===== config.mk =====
export PLATFORM = sky130hd
export DESIGN_NAME = data_array_arbiter
export DESIGN_NICKNAME = d
export VERILOG_FILES = /design/src/rtl/data_arb_pkg.sv /design/src/rtl/data_arb_sat_counter.sv /design/src/rtl/data_array_arbiter.sv
export SDC_FILE = /design/constraint.sdc
export NUM_CORES = 1
export LEC_CHECK = 0
export BUFFER_PORTS_ARGS = -buffer_cell sky130_fd_sc_hd__buf_2
export CAP_MARGIN = 10
export CORE_AREA = 2 2 631 633
export DETAILED_ROUTE_END_ITERATION = 8
export DIE_AREA = 0 0 633 635
export PLACE_DENSITY = 0.3
export SETUP_SLACK_MARGIN = 0.05
export SLEW_MARGIN = 20
export SYNTH_ARGS = -nofsm -noshare
export SYNTH_HDL_FRONTEND = slang
export SYNTH_SLANG_ARGS = --single-unit

===== constraint.sdc =====
create_clock -name clk -period 1.9 [get_ports clk]
set_input_delay 0.38 -clock clk [delete_from_list [all_inputs] [get_ports clk]]
set_output_delay 0.38 -clock clk [all_outputs]
set_load 0.02 [all_outputs]

===== src/rtl/data_arb_pkg.sv =====
// Shared types and widths for the cache data-array arbiter.
package data_arb_pkg;

    localparam int ADDR_WIDTH = 5;
    localparam int DATA_WIDTH = 256;
    localparam int NUM_WMASKS = DATA_WIDTH / 8;

    typedef enum logic {
        IDLE     = 1'b0,
        LOCKED_B = 1'b1
    } arb_state_t;

    typedef struct packed {
        logic                  req;
        logic                  we;
        logic [ADDR_WIDTH-1:0] addr;
        logic [NUM_WMASKS-1:0] wmask;
        logic [DATA_WIDTH-1:0] wdata;
    } port_req_t;

endpackage


===== src/rtl/data_arb_sat_counter.sv =====
// Saturating up-counter with synchronous clear (clear wins over increment).
module data_arb_sat_counter #(
    parameter int              WIDTH   = 32,
    parameter logic [WIDTH-1:0] SAT_VAL = '1
) (
    input  logic             clk,
    input  logic             rst_n,
    input  logic             inc,
    input  logic             clr,
    output logic [WIDTH-1:0] count
);

    // count up to SAT_VAL and hold there until cleared
    always_ff @(posedge clk or negedge rst_n) begin
        if (!rst_n) begin
            count <= '0;
        end else if (clr) begin
            count <= '0;
        end else if (inc && (count != SAT_VAL)) begin
            count <= count + WIDTH'(1);
        end
    end

endmodule


===== src/rtl/data_array_arbiter.sv =====
// Arbiter/sequencer for the single-port 32x256 cache data array.
// Port A: CPU hit path (byte-masked). Port B: fill/evict path (full line, lock).
// Optional build macro DATA_ARB_STATS_EN adds grant/stall statistics counters.
//
// state    | meaning
// IDLE     | normal arbitration: aged A, then B, then A
// LOCKED_B | port B owns the array; only B is granted, aging cannot preempt
module data_array_arbiter
    import data_arb_pkg::*;
#(
    parameter int MAX_WAIT = 4
) (
    input  logic                  clk,
    input  logic                  rst_n,
    input  logic                  req_a,
    input  logic                  we_a,
    input  logic [ADDR_WIDTH-1:0] addr_a,
    input  logic [NUM_WMASKS-1:0] wmask_a,
    input  logic [DATA_WIDTH-1:0] wdata_a,
    output logic                  gnt_a,
    output logic                  rvalid_a,
    output logic [DATA_WIDTH-1:0] rdata_a,
    input  logic                  req_b,
    input  logic                  we_b,
    input  logic [ADDR_WIDTH-1:0] addr_b,
    input  logic [DATA_WIDTH-1:0] wdata_b,
    input  logic                  lock_b,
    output logic                  gnt_b,
    output logic                  rvalid_b,
    output logic [DATA_WIDTH-1:0] rdata_b,
`ifdef DATA_ARB_STATS_EN
    input  logic                  stat_clr,
    output logic [31:0]           stat_gnt_a,
    output logic [31:0]           stat_gnt_b,
    output logic [31:0]           stat_stall_a,
`endif
    output logic                  sram_csb,
    output logic                  sram_web,
    output logic [ADDR_WIDTH-1:0] sram_addr,
    output logic [NUM_WMASKS-1:0] sram_wmask,
    output logic [DATA_WIDTH-1:0] sram_din,
    input  logic [DATA_WIDTH-1:0] sram_dout
);

    localparam int             WAIT_W     = 4;
    localparam logic [WAIT_W-1:0] MAX_WAIT_V = WAIT_W'(MAX_WAIT);

    arb_state_t        state, state_nxt;
    port_req_t         a_s, b_s;
    logic [WAIT_W-1:0] wait_cnt;

    assign a_s = '{req: req_a, we: we_a, addr: addr_a, wmask: wmask_a, wdata: wdata_a};
    assign b_s = '{req: req_b, we: we_b, addr: addr_b, wmask: '1, wdata: wdata_b};

    // state register
    always_ff @(posedge clk or negedge rst_n) begin
        if (!rst_n) state <= IDLE;
        else        state <= state_nxt;
    end

    // a locked B access keeps ownership; anything else returns to IDLE
    always_comb begin
        state_nxt = IDLE;
        if (gnt_b && lock_b) state_nxt = LOCKED_B;
    end

    // grant decode; held low while reset is asserted so the array is released at once
    always_comb begin
        gnt_a = 1'b0;
        gnt_b = 1'b0;
        if (rst_n) begin
            if (state == LOCKED_B)                   gnt_b = b_s.req;
            else if (a_s.req && wait_cnt == MAX_WAIT_V) gnt_a = 1'b1;
            else if (b_s.req)                        gnt_b = 1'b1;
            else if (a_s.req)                        gnt_a = 1'b1;
        end
    end

    // array pins steered from the winner
    always_comb begin
        sram_csb   = !(gnt_a | gnt_b);
        sram_web   = gnt_a ? !a_s.we    : !b_s.we;
        sram_addr  = gnt_a ? a_s.addr   : b_s.addr;
        sram_wmask = gnt_a ? a_s.wmask  : b_s.wmask;
        sram_din   = gnt_a ? a_s.wdata  : b_s.wdata;
    end

    // read-valid follows an accepted read by one cycle
    always_ff @(posedge clk or negedge rst_n) begin
        if (!rst_n) begin
            rvalid_a <= 1'b0;
            rvalid_b <= 1'b0;
        end else begin
            rvalid_a <= gnt_a & ~a_s.we;
            rvalid_b <= gnt_b & ~b_s.we;
        end
    end

    assign rdata_a = sram_dout;
    assign rdata_b = sram_dout;

    data_arb_sat_counter #(.WIDTH(WAIT_W), .SAT_VAL(MAX_WAIT_V)) u_wait_cnt (
        .clk   (clk),
        .rst_n (rst_n),
        .inc   (req_a & ~gnt_a),
        .clr   (~req_a | gnt_a),
        .count (wait_cnt)
    );

`ifdef DATA_ARB_STATS_EN
    data_arb_sat_counter #(.WIDTH(32)) u_stat_gnt_a (
        .clk(clk), .rst_n(rst_n), .inc(gnt_a), .clr(stat_clr), .count(stat_gnt_a)
    );
    data_arb_sat_counter #(.WIDTH(32)) u_stat_gnt_b (
        .clk(clk), .rst_n(rst_n), .inc(gnt_b), .clr(stat_clr), .count(stat_gnt_b)
    );
    data_arb_sat_counter #(.WIDTH(32)) u_stat_stall_a (
        .clk(clk), .rst_n(rst_n), .inc(req_a & ~gnt_a), .clr(stat_clr), .count(stat_stall_a)
    );
`endif

endmodule

==> flow_summary.json <==
{
  "core_um2": 395000,
  "drive_gt1_share_pct": 97.2,
  "fin_cells": 6637,
  "critPathArrivalTime_ns": 2.41,
  "portBuffers": 859,
  "crit_required_ns": 1.52,
  "vias_per_cell": 1.49,
  "drc": 0,
  "synth_cell_types": 29,
  "htree_levels": 1,
  "final_nets": 2084,
  "areaGrowthSynthToFinish_pct": 116,
  "cts_made_buffers": 3,
  "max_freq_mhz": 359,
  "crit_path_end_kind": "output pin",
  "rows": 231,
  "die_x_um": 633,
  "drtPass1Iterations": 4,
  "clkSinkCount": 7,
  "postCtsHoldBufs": 0,
  "grt_setup_unrepaired": "yes",
  "wl_per_cell_um": 37.0,
  "p_leak_nw": 7.35,
  "synth_area_leaders": "mux2_4 (44%), buf_4 (44%), buf_6 (2.3%)",
  "ir_worst_vdd_mv": 0.154,
  "regToRegSetupSlack_ns": -0.22,
  "drv_slew": 0,
  "cp-start-kind": "flop",
  "antenna_found_initial": 276,
  "setup_violations": 298,
  "dp_cells": 6476,
  "violations": "negative setup slack",
  "gp_congestion": 0.897,
  "synth-seq-area-share_pct": 2.01,
  "grt_max_degree": 24,
  "fin_crit_sh_pct": 147,
  "vias": 9861,
  "tightestPinTransition_ns": 0.451,
  "syn-num-nets": 1693,
  "reg2reg_to": "u_wait_cnt.count[2]",
  "drv_cap": 0,
  "grt-ovfl-total": 0,
  "crit_type": "reg2out",
  "worstReg2RegStart": "u_wait_cnt.count[0]",
  "power_density_nw_per_um2": 292,
  "netlist.area_leader.share_pct": 44.4,
  "grt_pass1_vias": 9357,
  "ys_warn_count": 0,
  "final-hold-violation-count": 0,
  "tritoncts": "built",
  "drt_iter0_markers": 506,
  "grt_pass1_wl_um": 265000,
  "hpwl_um": 235000,
  "start_util_pct": 2.21,
  "fillers": 46983,
  "setup_ws_ns": -0.888,
  "dieArea_um2": 402000,
  "clockRootBuffer": "clkbuf_16",
  "ios": 1628,
  "syn_area_per_cell_um2": 9.98,
  "netlist_area_um2": 8720,
  "yosysTopAreaCell": "mux2_4",
  "cts_buffer_depth": 2,
  "hp-class": "in2async",
  "utilization_pct": 4.77,
  "track_usage_pct": 11.6,
  "period_needed_ns": 2.79,
  "routed_wl_um": 245000,
  "crit_fanout": 13,
  "status": "complete, but fails checks",
  "r2r_cells": 11,
  "synth_seq_cells": 7,
  "ant_nets": 0,
  "clk_pin_slew_ns": 0.04,
  "slew_headroom_pct": 69.9,
  "clk_latency_ns": 0.23,
  "skew_ns": 0.00422,
  "die_h_um": 635,
  "multi_input_area_um2": 4420,
  "postSynthCellCount": 874,
  "register_area_um2": 175
}
==> logic make-up after synthesis <==
logic type | count (synthesis) | synth area share (%)
and+or+nand+nor | 45 | 3.19
adders and majority gates | 2 | 0.287
DFF | 7 | 2.01
AOI/OAI and AO/OA | 7 | 0.631
muxes | 263 | 45.0
buffers and inverters | 549 | 48.7
xor gates and xnor gates | 1 | 0.100
==> flip-flops by register name, indices dropped and copies added, names as in the netlist <==
name and count:
rvalid_b 1, state 1, u_wait_cnt.count 4, rvalid_a 1
==> worst max-delay path: stages, from the launching register on <==
cell,delay (ns)
dfrtp_1,0.39
inv_1,0.07
ha_2,0.18
nand3b_1,0.11
a21o_4,0.26
buf_12,0.14
buf_16,0.16
clkbuf_16,0.24
mux2_4,0.32
buf_12,0.15
==> metrics by stage <==
step           area (um^2)  power [mW]  hold WS [ns]  TNS, ns  setup slack [ns]
2_1_floorplan         8840        3.38        0.0844   -22.51           -0.0854
3_3_place_gp         16800        4.94         0.323  -138.61            -0.713
3_5_place_dp         16800        4.91         0.321  -142.84            -0.748
4_1_cts              17500        5.51        0.0779  -233.19            -0.902
5_1_grt              18700        5.80        0.0934  -240.43            -0.929
6_report             18900        5.51        0.0742  -219.47            -0.888
==> cell usage after synthesis <==
cell type  number
mux2_4        258
dfrtp_1         7
nand2_1         2
nand3_1         1
mux2i_1         2
and2_1          2
buf_6          18
nand3b_2        1
mux2_2          3
and3b_1         1
ha_1            2
nand4_1         2
nor3_1          1
buf_12          1
a311oi_1        1
buf_8          10
nand2b_1       32
a21o_4          1
buf_4         512
xnor2_1         1
o31ai_1         1
o21ai_0         2
nor2_1          2
inv_2           1
inv_1           4
a31oi_1         1
buf_2           3
nand3b_1        1
a211oi_1        1
==> cell usage in the layout (no fill, tap or decap), types with 2 or more instances in the layout <==
master / n
o21ai_0: 2
buf_4: 41
nor2_1: 2
diode_2: 131
buf_6: 122
buf_16: 10
nand4_1: 2
mux2_4: 259
buf_8: 16
buf_12: 77
dfrtp_1: 7
and2_1: 2
nand2_1: 2
buf_2: 654
nand2b_4: 8
mux2_2: 2
clkbuf_16: 13
nand2b_1: 3
inv_1: 3
nand2b_2: 21
==> timing repair <==
item,in CTS,in global routing
endpoints found under the setup margin,298,298
cloned,2,13
pin swaps,1,1
setup buffers,9,3
resized for setup,134,263
==> report_power, final <==
part / internal (mW) / leakage, nW / switching [mW] / total, mW
clock network: 0.280 / 0.0390 / 0.0847 / 0.365
registers: 0.162 / 0.0943 / 0.00699 / 0.169
logic: 2.18 / 7.22 / 2.79 / 4.97
==> worst max path at each step <==
stage,slack [ns],startpoint,endpoint
2_1_floorplan,-0.09,u_wait_cnt.count[0],sram_addr[0]
3_3_place_gp,-0.71,u_wait_cnt.count[0],sram_din[120]
3_5_place_dp,-0.75,u_wait_cnt.count[0],sram_din[120]
4_1_cts,-0.90,u_wait_cnt.count[0],sram_din[141]
5_1_grt,-0.93,u_wait_cnt.count[0],sram_din[165]
6_report,-0.89,u_wait_cnt.count[0],sram_din[165]
==> final cells by class <==
class                           count  area share, %
Tap cell                         5242           34.8
Timing Repair Buffer              930           38.5
Clock buffer                        4          0.418
Antenna cell                      131           1.74
Sequential cell                     7          0.929
Inverter                            5          0.166
Multi-Input combinational cell    318           23.4
==> metal layers <==
| metal | vias up | GRT usage (%) | wire [um] |
|---|---|---|---|
| li1 | 3328 | - | - |
| met1 | 4041 | 9.51 | 69500 |
| met2 | 1701 | 17.1 | 101000 |
| met3 | 595 | 14.4 | 64300 |
| met4 | 196 | 3.17 | 8600 |
| met5 | - | 0.609 | 1700 |
Note: power is estimated with default switching activity, not from simulation.
